## src/rtl/calc_pkg.sv

```systemverilog
// Shared definitions for the 4-bit calculator controller: data width,
// opcode encodings and the controller state enumeration.
package calc_pkg;

    localparam int DW = 4;

    localparam logic [1:0] OP_LOAD = 2'b00;
    localparam logic [1:0] OP_ADD  = 2'b01;
    localparam logic [1:0] OP_SUB  = 2'b10;
    localparam logic [1:0] OP_MUL  = 2'b11;

    typedef enum logic [1:0] {
        S_IDLE = 2'b00,
        S_EXEC = 2'b01,
        S_MUL  = 2'b10,
        S_DONE = 2'b11
    } state_t;

endpackage

```

## src/rtl/addsub4.sv

```systemverilog
// Shared 4-bit adder/subtractor: A + (B ^ {sub}) + sub, with carry-out and
// signed-overflow flags.
module addsub4
    import calc_pkg::*;
(
    input  logic [DW-1:0] i_a,
    input  logic [DW-1:0] i_b,
    input  logic          i_sub,
    output logic [DW-1:0] o_sum,
    output logic          o_carry,
    output logic          o_ovf
);

    logic [DW-1:0] w_b;
    logic [DW:0]   w_full;

    assign w_b     = i_b ^ {DW{i_sub}};
    assign w_full  = {1'b0, i_a} + {1'b0, w_b} + {{DW{1'b0}}, i_sub};
    assign o_sum   = w_full[DW-1:0];
    assign o_carry = w_full[DW];
    // Overflow when both addend signs agree but the result sign differs.
    assign o_ovf   = (i_a[DW-1] == w_b[DW-1]) && (o_sum[DW-1] != i_a[DW-1]);

endmodule

```

## src/rtl/calc_ctrl4.sv

```systemverilog
// Accumulator calculator controller: LOAD/ADD/SUB in one EXEC cycle, MUL by
// repeated addition, all through a single shared addsub4 datapath.
module calc_ctrl4
    import calc_pkg::*;
(
    input  logic          clk,
    input  logic          rst_n,
    input  logic          start,
    input  logic [1:0]    op,
    input  logic [DW-1:0] operand,
    output logic          ready,
    output logic          done,
    output logic [DW-1:0] acc,
    output logic          cout,
    output logic          ovf
);

    state_t        r_state;
    state_t        w_state_nxt;
    logic          r_ready;
    logic          r_done;
    logic [1:0]    r_op;
    logic [DW-1:0] r_operand;
    logic [DW-1:0] r_acc;
    logic [DW-1:0] r_prod;
    logic [DW-1:0] r_mcand;
    logic [DW-1:0] r_cnt;
    logic          r_mul_c;
    logic          r_cout;
    logic          r_ovf;

    logic [DW-1:0] w_a;
    logic [DW-1:0] w_b;
    logic          w_sub;
    logic [DW-1:0] w_sum;
    logic          w_carry;
    logic          w_ovf;

    // Next-state decode.
    always_comb begin
        w_state_nxt = r_state;
        case (r_state)
            S_IDLE: begin
                if (start) begin
                    w_state_nxt = (op == OP_MUL) ? S_MUL : S_EXEC;
                end else begin
                    w_state_nxt = S_IDLE;
                end
            end
            S_EXEC: w_state_nxt = S_DONE;
            S_MUL: begin
                if (r_cnt == 4'd0) begin
                    w_state_nxt = S_DONE;
                end else begin
                    w_state_nxt = S_MUL;
                end
            end
            S_DONE:  w_state_nxt = S_IDLE;
            default: w_state_nxt = S_IDLE;
        endcase
    end

    // State register; ready/done are registered from the next state.
    always_ff @(posedge clk or negedge rst_n) begin
        if (!rst_n) begin
            r_state <= S_IDLE;
            r_ready <= 1'b1;
            r_done  <= 1'b0;
        end else begin
            r_state <= w_state_nxt;
            r_ready <= (w_state_nxt == S_IDLE);
            r_done  <= (w_state_nxt == S_DONE);
        end
    end

    // Datapath operand mux: MUL accumulates prod + mcand, EXEC uses acc/operand.
    always_comb begin
        w_a   = r_acc;
        w_b   = r_operand;
        w_sub = 1'b0;
        if (r_state == S_MUL) begin
            w_a = r_prod;
            w_b = r_mcand;
        end else begin
            w_sub = (r_op == OP_SUB);
        end
    end

    addsub4 u_addsub4 (
        .i_a     (w_a),
        .i_b     (w_b),
        .i_sub   (w_sub),
        .o_sum   (w_sum),
        .o_carry (w_carry),
        .o_ovf   (w_ovf)
    );

    // Operand latching, accumulator/flag updates and the multiply loop.
    always_ff @(posedge clk or negedge rst_n) begin
        if (!rst_n) begin
            r_op      <= OP_LOAD;
            r_operand <= 4'd0;
            r_acc     <= 4'd0;
            r_prod    <= 4'd0;
            r_mcand   <= 4'd0;
            r_cnt     <= 4'd0;
            r_mul_c   <= 1'b0;
            r_cout    <= 1'b0;
            r_ovf     <= 1'b0;
        end else begin
            case (r_state)
                S_IDLE: begin
                    if (start) begin
                        r_op      <= op;
                        r_operand <= operand;
                        if (op == OP_MUL) begin
                            r_mcand <= r_acc;
                            r_cnt   <= operand;
                            r_prod  <= 4'd0;
                            r_mul_c <= 1'b0;
                        end
                    end
                end
                S_EXEC: begin
                    if (r_op == OP_LOAD) begin
                        r_acc  <= r_operand;
                        r_cout <= 1'b0;
                        r_ovf  <= 1'b0;
                    end else begin
                        r_acc  <= w_sum;
                        r_cout <= w_carry;
                        r_ovf  <= w_ovf;
                    end
                end
                S_MUL: begin
                    if (r_cnt != 4'd0) begin
                        r_prod  <= w_sum;
                        r_cnt   <= r_cnt - 4'd1;
                        r_mul_c <= r_mul_c | w_carry;
                    end else begin
                        r_acc  <= r_prod;
                        r_cout <= r_mul_c;
                        r_ovf  <= 1'b0;
                    end
                end
                default: begin
                end
            endcase
        end
    end

    assign ready = r_ready;
    assign done  = r_done;
    assign acc   = r_acc;
    assign cout  = r_cout;
    assign ovf   = r_ovf;

endmodule
```

## config.mk

```make
export PLATFORM = sky130hd
export DESIGN_NAME = calc_ctrl4
export DESIGN_NICKNAME = d
export VERILOG_FILES = /design/src/rtl/calc_pkg.sv /design/src/rtl/addsub4.sv /design/src/rtl/calc_ctrl4.sv
export SDC_FILE = /design/constraint.sdc
export NUM_CORES = 1
export LEC_CHECK = 0
export ABC_AREA = 1
export CAP_MARGIN = 25
export CORE_UTILIZATION = 45
export CTS_CLUSTER_DIAMETER = 60
export DETAILED_ROUTE_END_ITERATION = 8
export DONT_BUFFER_PORTS = 1
export PLACE_DENSITY = 0.7
export SYNTH_ARGS = -nofsm -noshare
export SYNTH_HDL_FRONTEND = slang
export SYNTH_SLANG_ARGS = --single-unit
```

## constraint.sdc

```tcl
create_clock -name clk -period 2.95 [get_ports clk]
set_clock_uncertainty 0.2 [all_clocks]
set_input_delay 0.7375 -clock clk [delete_from_list [all_inputs] [get_ports clk]]
set_output_delay 0.7375 -clock clk [all_outputs]
set_load 0.02 [all_outputs]
```

==> metrics.txt <==
# TYPE chip_impl_metric gauge
chip_impl_metric{name="layout.core_utilization",unit=""} 0.534
chip_impl_metric{name="num-fill-cells",unit=""} 312
chip_impl_metric{name="async_set_or_reset_flop_fraction_in_the_synthesized_netlist",unit=""} 1.00
chip_impl_metric{name="fin_worst_hold_slack",unit="ps"} 73.8
chip_impl_metric{name="antenna_violations_before_repair",unit=""} 0
chip_impl_metric{name="antenna_left",unit=""} 0
chip_impl_info{name="worstHoldPathType",value="primary input to async pin"} 1
chip_impl_metric{name="routed_len_inst",unit="µm"} 13.1
chip_impl_metric{name="wirelength_met1",unit="µm"} 1660
chip_impl_metric{name="post_cts_resize_count",unit=""} 0
chip_impl_info{name="crit_type",value="flop to flop"} 1
chip_impl_metric{name="leakagePower",unit="nW"} 0.918
chip_impl_metric{name="hold_violations",unit=""} 0
chip_impl_metric{name="fp.coreArea",unit="mm²"} 0.00344
chip_impl_metric{name="detailed_router_iteration_count_before_antenna_repair",unit=""} 4
chip_impl_info{name="timing.critical_path.slowest_stage_cell",value="sky130_fd_sc_hd__ha_1"} 1
chip_impl_metric{name="yosys.area_share.adder",unit=""} 0.0719
chip_impl_metric{name="synth_cell_type_count",unit=""} 31
chip_impl_metric{name="final_critical_path_share_of_the_clock_period",unit=""} 0.871
chip_impl_metric{name="track_usage",unit=""} 0.199
chip_impl_metric{name="synth.yosys.seq_area_share",unit=""} 0.435
chip_impl_info{name="mostFrequentLayoutCell",value="sky130_fd_sc_hd__nand2_1"} 1
chip_impl_metric{name="areaGrowthSynthToFinish",unit="%"} 10.1
chip_impl_metric{name="setup_violations_final",unit=""} 0
chip_impl_metric{name="synth.avg_cell_area",unit="µm²"} 8.03
chip_impl_info{name="startpoint_type",value="flop"} 1
chip_impl_metric{name="remaining_drc_errors",unit=""} 0
chip_impl_metric{name="post-route-min-period",unit="ps"} 2570
chip_impl_metric{name="place_hpwl",unit="µm"} 2520
chip_impl_metric{name="maximum_number_of_pins_on_one_net_before_global_route_repair",unit=""} 29
chip_impl_metric{name="global_route_wire_length_before_repair",unit="µm"} 5810
chip_impl_metric{name="crit_fanout",unit=""} 13
chip_impl_info{name="regToRegStartpoint",value="r_state[0]"} 1
chip_impl_info{name="path_common_cell",value="sky130_fd_sc_hd__nand2_1"} 1
chip_impl_info{name="combinational_family_with_the_most_area_after_synthesis",value="simple AND/OR/NAND/NOR gates"} 1
chip_impl_metric{name="die_w",unit="µm"} 62.9
chip_impl_metric{name="power_density",unit="mW/mm²"} 1360
chip_impl_info{name="outcome",value="finished, final reports clean"} 1
chip_impl_info{name="worst_setup_path_startpoint",value="r_state[0]"} 1
chip_impl_metric{name="maxClockFrequency",unit="MHz"} 389
chip_impl_metric{name="synth_compound_area_frac",unit=""} 0.157
chip_impl_metric{name="yosys-mux-area-fraction",unit=""} 0.00674
chip_impl_metric{name="drt_first_iter_violations",unit=""} 77
chip_impl_metric{name="skew_pair_late_insertion_delay",unit="ps"} 280
chip_impl_metric{name="ys_ff_latch",unit=""} 29
chip_impl_metric{name="worst_ep_required_time",unit="ps"} 2960
chip_impl_metric{name="htree_levels",unit=""} 2
chip_impl_metric{name="xor_xnor_fraction_of_synth_area",unit=""} 0.0315
chip_impl_metric{name="timing_max_transition_violations_final",unit=""} 0
chip_impl_metric{name="irDropWorstVdd",unit="V"} 0.000585
chip_impl_info{name="top_layer_used",value="met4"} 1
chip_impl_metric{name="wl",unit="µm"} 3420
chip_impl_metric{name="top_level_ports",unit=""} 17
chip_impl_metric{name="worst_pin_slew",unit="ps"} 502
chip_impl_info{name="yosys_most_used_dff",value="sky130_fd_sc_hd__dfrtp_1"} 1
chip_impl_metric{name="grt_pass1_vias",unit=""} 1246
chip_impl_metric{name="cts.sink_count",unit=""} 29
chip_impl_metric{name="floorplan.initialDensity",unit=""} 0.485
chip_impl_metric{name="syn_inst",unit=""} 208
chip_impl_metric{name="route.met2.wl",unit="µm"} 1510
chip_impl_metric{name="cts_post_setup_buffers_inserted",unit=""} 0
chip_impl_metric{name="slew_headroom",unit=""} 0.664
chip_impl_metric{name="chipHeight",unit="µm"} 62.9
chip_impl_info{name="setup_repair_after_global_routing_missed_its_margin",value="no"} 1
chip_impl_metric{name="via_per_inst",unit=""} 5.13
chip_impl_metric{name="dieArea",unit="mm²"} 0.00396
chip_impl_metric{name="syn-num-nets",unit=""} 226
chip_impl_metric{name="antennaDiodeCount",unit=""} 0
chip_impl_metric{name="post_route_cells_drive_above_1_share",unit=""} 0.120
chip_impl_metric{name="setup_tns",unit="ps"} 0
chip_impl_metric{name="arrival",unit="ps"} 2580
chip_impl_metric{name="met3RoutedLength",unit="µm"} 152
chip_impl_info{name="final_cell_mix",value="sky130_fd_sc_hd__nand2_1, sky130_fd_sc_hd__inv_1, sky130_fd_sc_hd__dfrtp_1"} 1
chip_impl_metric{name="numPortBuffers",unit=""} 0
chip_impl_metric{name="place_congestion",unit=""} 0.925
chip_impl_info{name="clockRootBuffer",value="sky130_fd_sc_hd__clkbuf_8"} 1
chip_impl_metric{name="cp_slowest_stage_delay",unit="ps"} 410
chip_impl_metric{name="path_clk_slew",unit="ps"} 60
chip_impl_metric{name="ctsLongestPathBuffers",unit=""} 2
chip_impl_metric{name="detailroute.via_count",unit=""} 1343
chip_impl_metric{name="cts_inserted_buffers",unit=""} 5
chip_impl_metric{name="synth_edf_count",unit=""} 0
chip_impl_metric{name="post_cts_hold_buffer_count",unit=""} 1
chip_impl_info{name="cts_tree",value="built"} 1
chip_impl_metric{name="number_of_synthesis_warnings",unit=""} 0
chip_impl_metric{name="globalRoute.totalOverflow",unit=""} 0
chip_impl_metric{name="syn-cell-area",unit="mm²"} 0.00167
chip_impl_info{name="critical_path.cell_chain",value="inv_1, ha_1, nand2_1, o21ai_0, xor2_1, inv_1, ha_1, nand2_1, inv_1, nand3_2, nand2_2, nand2_1, nand3_1, nand2_1, a21oi_1"} 1
chip_impl_info{name="end_kind",value="flop"} 1
chip_impl_metric{name="synth_simple_gate_area_frac",unit=""} 0.214
chip_impl_metric{name="layout.area.seq",unit="µm²"} 727
chip_impl_metric{name="num-nets-final",unit=""} 234
chip_impl_metric{name="fp-row-count",unit=""} 21
chip_impl_metric{name="multi_input_gate_area_in_the_final_layout",unit="µm²"} 805
chip_impl_metric{name="max_cap_violations",unit=""} 0
-- synthesized netlist by cell type, types with 2 or more instances --
master                      n  area (µm²)
sky130_fd_sc_hd__nand2_1   47         176
sky130_fd_sc_hd__inv_1     31         116
sky130_fd_sc_hd__dfrtp_1   28         701
sky130_fd_sc_hd__o21ai_0   15        75.1
sky130_fd_sc_hd__nor2_1    14        52.6
sky130_fd_sc_hd__a21oi_1   12        60.1
sky130_fd_sc_hd__ha_1       8         100
sky130_fd_sc_hd__nand3_1    8        40.0
sky130_fd_sc_hd__nand2_2    7        43.8
sky130_fd_sc_hd__o21ai_1    7        35.0
sky130_fd_sc_hd__a31oi_1    3        18.8
sky130_fd_sc_hd__xnor2_1    3        26.3
sky130_fd_sc_hd__xor2_1     3        26.3
sky130_fd_sc_hd__a22oi_1    2        15.0
sky130_fd_sc_hd__buf_2      2        10.0
sky130_fd_sc_hd__inv_2      2        7.51
sky130_fd_sc_hd__o211ai_1   2        15.0
-- layout make-up --
cell class	instances	share of cell area
clock buffer	7	0.0469
inverter	34	0.0701
multi-input combinational	143	0.437
sequential	29	0.395
tap	46	0.0313
timing repair buffer	3	0.0190
-- metrics by stage --
step / power, mW / area [µm²] / cells / setup slack, ps
final: 2.50 / 1840 / 262 / 380
after global routing: 2.76 / 1840 / 262 / 188
after CTS: 2.51 / 1840 / 262 / 389
after detailed placement: 2.17 / 1730 / 254 / 391
after global placement: 2.15 / 1730 / 254 / 480
after floorplan: 1.90 / 1670 / 208 / 581
-- worst paths after layout --
| kind | slack [ps] | cells after the start | to |
|---|---|---|---|
| min in group clk | 290 | 2 | r_operand[2] |
| worst min-delay path | 70 | 1 | r_prod[2] |
| worst max register to register | 380 | 15 | acc[3] |
| worst max-delay path | 380 | 15 | acc[3] |
| max in group asynchronous | 2310 | 1 | r_state[0] |
| worst min register to register | 290 | 2 | r_operand[2] |
-- sequential cells by signal, indices dropped and copies added, names as in the netlist --
register	cells
acc	4
r_cnt	4
r_mcand	4
r_operand	4
r_prod	4
r_op	2
r_state	2
cout	1
done	1
ovf	1
r_mul_c	1
ready	1
-- critical path, delay by kind of cell (launching register included) --
family	cells	cell delay, ps
buffers and inverters	3	240
flip-flops	1	380
AO/OA/AOI/OAI	2	230
adder cells (fa/ha/maj)	2	690
XOR/XNOR	1	280
AND/OR/NAND/NOR	7	490
-- layer usage --
layer	vias to the layer above	global-route usage
li1	685	-
met1	618	0.253
met2	31	0.290
met3	9	0.0584
met4	0	0.128
met5	-	0
-- power breakdown --
group / total [mW] / switching [mW] / internal [mW]
registers: 0.756 / 0.171 / 0.584
clock network: 0.321 / 0.137 / 0.184
logic: 1.43 / 0.873 / 0.553
-- cell families (layout without fill, tap and decap cells) --
| logic type | Yosys count | in the layout |
|---|---|---|
| mux | 1 | 1 |
| xor+xnor | 6 | 6 |
| fa+ha+maj | 9 | 9 |
| compound gates | 46 | 46 |
| flops | 29 | 29 |
| simple gates | 81 | 81 |
| buf+inv | 36 | 44 |
Note: power is estimated with default switching activity, not from simulation.
